`src/rtl/operand_fetch.sv`:
```
// Operand fetch stage: register file with writeback bypass, a pending-write
// scoreboard for RAW/WAW hazard detection, and a one-entry output register
// with valid/ready handshake toward the ALU.
module operand_fetch (
    input  logic        clk,
    input  logic        rst_n,

    input  logic        in_valid,
    output logic        in_ready,
    input  logic [4:0]  in_rs1,
    input  logic [4:0]  in_rs2,
    input  logic [4:0]  in_rd,
    input  logic [31:0] in_imm,
    input  logic        in_use_imm,
    input  logic [3:0]  in_func,
    input  logic        in_wen,

    output logic        out_valid,
    input  logic        out_ready,
    output logic [31:0] out_a,
    output logic [31:0] out_b,
    output logic [3:0]  out_func,
    output logic [4:0]  out_rd,
    output logic        out_wen,

    input  logic        wb_valid,
    input  logic [4:0]  wb_rd,
    input  logic [31:0] wb_data
);

    // x0 is not stored; reads of index 0 are forced to zero.
    logic [31:0] rf [1:31];
    logic [31:0] pending;

    logic        wb_write;
    logic [31:0] wb_mask;
    logic [31:0] set_mask;
    logic [31:0] pend_eff;
    logic        hazard;
    logic        accept;
    logic [31:0] rs1_val;
    logic [31:0] rs2_val;
    logic [31:0] opb_val;

    // Writeback decode and scoreboard masks; a register being written back
    // this cycle no longer counts as pending for hazard purposes.
    always_comb begin
        wb_write = wb_valid && (wb_rd != 5'd0);
        wb_mask  = wb_valid ? (32'd1 << wb_rd) : '0;
        pend_eff = pending & ~wb_mask;
        hazard   = in_valid && (pend_eff[in_rs1] ||
                                (!in_use_imm && pend_eff[in_rs2]) ||
                                (in_wen && pend_eff[in_rd]));
        in_ready = (!out_valid || out_ready) && !hazard;
        accept   = in_valid && in_ready;
        set_mask = (accept && in_wen && (in_rd != 5'd0)) ? (32'd1 << in_rd) : '0;
    end

    // Source operand reads with writeback bypass and hardwired x0.
    always_comb begin
        rs1_val = '0;
        rs2_val = '0;
        if (in_rs1 != 5'd0) begin
            if (wb_write && (wb_rd == in_rs1))
                rs1_val = wb_data;
            else
                rs1_val = rf[in_rs1];
        end
        if (in_rs2 != 5'd0) begin
            if (wb_write && (wb_rd == in_rs2))
                rs2_val = wb_data;
            else
                rs2_val = rf[in_rs2];
        end
        opb_val = in_use_imm ? in_imm : rs2_val;
    end

    // Register file writeback port.
    always_ff @(posedge clk or negedge rst_n) begin
        if (!rst_n) begin
            for (int unsigned i = 1; i < 32; i++)
                rf[i] <= '0;
        end else if (wb_write) begin
            rf[wb_rd] <= wb_data;
        end
    end

    // Scoreboard: clear on writeback, then set on issue so a same-cycle
    // set of the same bit wins; bit 0 is kept at zero.
    always_ff @(posedge clk or negedge rst_n) begin
        if (!rst_n)
            pending <= '0;
        else
            pending <= ((pending & ~wb_mask) | set_mask) & ~32'd1;
    end

    // Output packet register: load on accept, drop valid when consumed,
    // hold everything while stalled.
    always_ff @(posedge clk or negedge rst_n) begin
        if (!rst_n) begin
            out_valid <= 1'b0;
            out_a     <= '0;
            out_b     <= '0;
            out_func  <= '0;
            out_rd    <= '0;
            out_wen   <= 1'b0;
        end else if (accept) begin
            out_valid <= 1'b1;
            out_a     <= rs1_val;
            out_b     <= opb_val;
            out_func  <= in_func;
            out_rd    <= in_rd;
            out_wen   <= in_wen;
        end else if (out_ready) begin
            out_valid <= 1'b0;
        end
    end

endmodule
```
`config.mk`:
```
export PLATFORM = sky130hd
export DESIGN_NAME = operand_fetch
export DESIGN_NICKNAME = d
export VERILOG_FILES = /design/src/rtl/operand_fetch.sv
export SDC_FILE = /design/constraint.sdc
export NUM_CORES = 2
export LEC_CHECK = 0
export ABC_CLOCK_PERIOD_IN_PS = 4700
export CAP_MARGIN = 20
export CORE_ASPECT_RATIO = 0.6
export CORE_UTILIZATION = 50
export CTS_CLUSTER_SIZE = 28
export DETAILED_ROUTE_END_ITERATION = 10
export PLACE_DENSITY_LB_ADDON = 0.08
export SLEW_MARGIN = 20
export SYNTH_ARGS = -nofsm -noshare
export SYNTH_HDL_FRONTEND = slang
export SYNTH_SLANG_ARGS = --single-unit
```
`constraint.sdc`:
```
create_clock -name clk -period 4.7 [get_ports clk]
set_clock_uncertainty 0.15 [all_clocks]
set_input_delay 0.94 -clock clk [delete_from_list [all_inputs] [get_ports clk]]
set_output_delay 0.94 -clock clk [all_outputs]
set_load 0.02 [all_outputs]
```
==> reports/summary.md <==
Prior to clock tree synthesis, the placed netlist has a worst setup slack of -969.2 ps. TritonCTS built the clock tree. In this run the cell area of the synthesized design comes to 58,890 um2. For the overall via count from detail_route, the log shows 39,160. Entering global routing, the biggest net connects 108 pins.

The number of levels in the clock H-tree is 3. The smallest clock period supported by the final layout is computed as 4579 ps. The tree is rooted in a sky130_fd_sc_hd__clkbuf_16.

The tools report the worst max-slew margin expressed relative to the limit as 0.2881. After global routing the overflow that remains totals 0. For this design the static power due to leakage is 0.02927 uW. Number of storage elements in the synthesis netlist: 1,098. Dividing the detail-routed via count by the number of cells gives 6.573. The flow ran to the end, and the final reports show no timing, DRC or antenna violations. Across the VDD grid, the largest voltage drop is 0.3131 mV. The largest driver fanout on the critical path works out to 4.

After clock tree synthesis, the clock-pin slew on the worst setup and hold paths is 70 ps. Count of standard-cell rows: 97. Each instance of the synthesized netlist takes up on average 14.31 um2. For the worst setup path, the data required time is 3610 ps.

The final layout contains 4,379 nets. Final critical-path share of the clock period: 0.9743. The share of the synthesized area in compound gates (AO/OA/AOI/OAI) works out to 0.04111.

The placer's final routability congestion estimate is 0.9318, and the number of warnings issued by yosys is 0. After synthesis, the netlist uses 63 different library cells. The count of buffers added on input and output ports is 170. The logs give 0.5044 for the starting density of the core and 3,590 for the iteration-0 DRC count of the detailed router. For the total count of hold-check failures in the final report, the log shows 0. The later-pin clock latency in the skew report was 730 ps; the power per standard cell area was 424.3 nW/um2. The number of hold buffers added after CTS was 0.

The async set-reset flop share out of synthesis came out at 1.000. Portion of netlist area occupied by mux cells: 0.4262. For the number of placed I/O pins, the log shows 171. The run gives 38,540 as the via count of the first global-routing pass.

STA classifies the critical path endpoint as an output pin. The count of nets left with antenna violations after detail routing was 0. Kind of path behind the tightest hold check: in2async.

The sequential element share of the synthesized area is 0.4665. The setup path with the least slack is of type in2out. For this run, the top clock speed supported by timing is 218.4 MHz. For this run, the leading register cell type out of synthesis is sky130_fd_sc_hd__dfrtp_1.

Total power for the finished layout comes to 28,820 uW. Routed signal wires occupy layers up through met4. The met3 wire length is 14,840 um.

Summed over all nets, the half-perimeter wirelength after detailed placement is 112,500 um. The core region is 116,800 um2. The simple logic cell fraction of the synthesized area is 0.03531. The post-synthesis share of cell area spent on full adders, half adders and majority gates was 0; the cell depth of the worst flop-to-flop path was 11.

Setup repair after global routing left no endpoint under its margin. The number of buffers added by the clock tree synthesis step is 108. The tools report the minimum hold slack as 125.8 ps. Max-cap violations in this run came to 0.

The die covers 119,200 um2. The run gives 4,116 as the cell count after synthesis. The layout cell share with drive strength beyond 1 was 0.4963; the maximum buffer depth of the clock tree was 3. The logs give 3490 ps for the arrival time at the worst endpoint and 0 for the diode insertion count for antenna repair.

The synthesized-area fraction occupied by xor and xnor cells is 0.001636, and the total number of clock tree sinks is 1,098. The number of enable flip-flop cells after synthesis is 0, and the final number of max-transition violations is 0. The detail-routed net length per standard cell works out to 31.53 um. The slew at the pin closest to its max-slew limit was 1068 ps. Relative to the synthesized area, the layout overhead comes to 15.32%.

By area, the combinational part of the netlist is dominated by multiplexers. After detailed routing, the total wire length is 187,900 um. The first global-routing pass estimated 277,500 um of wire. The count of unresolved DRC violations after routing was 0. Die extent in y: 267.8 um.

The worst path meets setup with 120.7 ps of slack. The number of antenna violations at the first check in global routing was 2. The tools report the first-pass iteration count of the detailed router as 6. Overall routing resource usage: 0.3197. Summed over all nets, wire length on met2 after detailed routing comes to 81,930 um. In this run the horizontal extent of the chip is 445.1 um. Setup violations remaining at the end of the flow were counted as 0.

The tools report the share of the core filled with cells as 0.5817. The number of nets handed over by synthesis was 4,211. The worst setup path is launched from an input port.

The routed metal-1 wirelength was 86,410 um.
## registers in the layout, summed over array words and instances (netlist names)
signal / flops
rf: 992
out_a: 32
out_b: 32
pending: 31
out_rd: 5
out_func: 4
out_valid: 1
out_wen: 1
## layout by cell type, fill, tap and decap left out, drive strengths merged, types with 123 or more instances in the layout
cell,n
mux4,519
clkbuf,172
clkdlybuf4s50,145
dfrtp,1098
mux2i,136
nor2,125
nand2,302
mux2,1070
buf,337
o21ai,123
## worst max-delay path, stage by stage
cell and delay (ps):
sky130_fd_sc_hd__clkbuf_2 140, sky130_fd_sc_hd__or4b_4 630, sky130_fd_sc_hd__o21ai_4 210, sky130_fd_sc_hd__a32oi_1 70, sky130_fd_sc_hd__o2111a_1 250, sky130_fd_sc_hd__a41oi_2 200, sky130_fd_sc_hd__nand4_1 250, sky130_fd_sc_hd__or3b_4 480
sky130_fd_sc_hd__a21boi_2 150, sky130_fd_sc_hd__buf_4 150
## per-layer routing
layer | up-vias | global-route usage
met3 | 288 | 0.06817
met4 | 0 | 0.07848
li1 | 16120 | -
met1 | 21220 | 0.4887
met5 | - | 0
met2 | 1526 | 0.4661
## worst paths after layout
kind | start | slack (ps) | to
worst max-delay path | wb_rd[0] | 120 | in_ready
worst min-delay path | rst_n | 130 | pending[13]$_DFF_PN0_
worst max register to register | pending[12]$_DFF_PN0_ | 1570 | out_b[19]$_DFFE_PN0P_
worst min register to register | out_a[18]$_DFFE_PN0P_ | 330 | out_a[18]$_DFFE_PN0P_
max in group asynchronous | rst_n | 3130 | rf[217]$_DFFE_PN0P_
min in group clk | out_a[18]$_DFFE_PN0P_ | 330 | out_a[18]$_DFFE_PN0P_
## synth_stat cells, types with 5 or more instances
library cell / instances / area [um2]
sky130_fd_sc_hd__xnor2_1: 8 / 70.07
sky130_fd_sc_hd__a22o_1: 18 / 157.7
sky130_fd_sc_hd__nor2_1: 124 / 465.5
sky130_fd_sc_hd__dfrtp_1: 1098 / 27480
sky130_fd_sc_hd__nand3_1: 11 / 55.05
sky130_fd_sc_hd__nor2b_1: 10 / 62.56
sky130_fd_sc_hd__mux4_2: 519 / 11690
sky130_fd_sc_hd__a221oi_1: 66 / 578.1
sky130_fd_sc_hd__nand2_1: 302 / 1134
sky130_fd_sc_hd__nor3_1: 7 / 35.03
sky130_fd_sc_hd__inv_1: 11 / 41.29
sky130_fd_sc_hd__a21oi_1: 12 / 60.06
sky130_fd_sc_hd__a32oi_1: 34 / 297.8
sky130_fd_sc_hd__buf_2: 31 / 155.2
sky130_fd_sc_hd__clkbuf_1: 312 / 1171
sky130_fd_sc_hd__o2111ai_1: 5 / 43.79
sky130_fd_sc_hd__o22ai_1: 37 / 231.5
sky130_fd_sc_hd__o21ai_0: 118 / 590.6
sky130_fd_sc_hd__mux2_1: 20 / 225.2
sky130_fd_sc_hd__mux2i_1: 136 / 1361
sky130_fd_sc_hd__mux2_2: 1050 / 11820
sky130_fd_sc_hd__o211ai_1: 13 / 97.59
sky130_fd_sc_hd__buf_1: 84 / 315.3
sky130_fd_sc_hd__o21ai_1: 5 / 25.02
sky130_fd_sc_hd__nand2b_1: 9 / 56.30
sky130_fd_sc_hd__a21bo_2: 13 / 130.1
sky130_fd_sc_hd__nand4_1: 7 / 43.79
## what timing repair did
item,in CTS,in global routing
gates resized for setup,38,31
hold endpoints to repair,0,0
buffers inserted,2,1
pin swaps,3,8
endpoints found under the setup margin,1,1
## through the flow
step	cell area [um2]	TNS [ps]	cells
CTS	67900	0	5957
detailed placement	64150	-969.2	5755
finish	67920	0	5958
floorplan	58890	0	4116
global route	67920	0	5958
global placement	64140	-1241	5754
## power breakdown
part | total [uW] | internal, uW | switching [uW] | leakage, uW
clock | 9110 | 5200 | 3910 | 0.00182
sequential | 12800 | 11400 | 1390 | 0.0141
combinational | 6910 | 4080 | 2830 | 0.0134
## kinds of logic after synthesis
family	after synthesis
AND/OR/NAND/NOR	494
XOR/XNOR	11
AO/OA/AOI/OAI	345
flip-flops	1098
buffers and inverters	443
multiplexers	1725
## area by class of cell
type / instances / area [um2]
Clock buffer: 166 / 3297
Clock inverter: 34 / 385.4
Fill cell: 9394 / 48840
Inverter: 13 / 61.31
Multi-Input combinational cell: 2575 / 30090
Sequential cell: 1098 / 27480
Tap cell: 1584 / 1982
Timing Repair Buffer: 488 / 4629
Power figures use the tool's default switching activity.
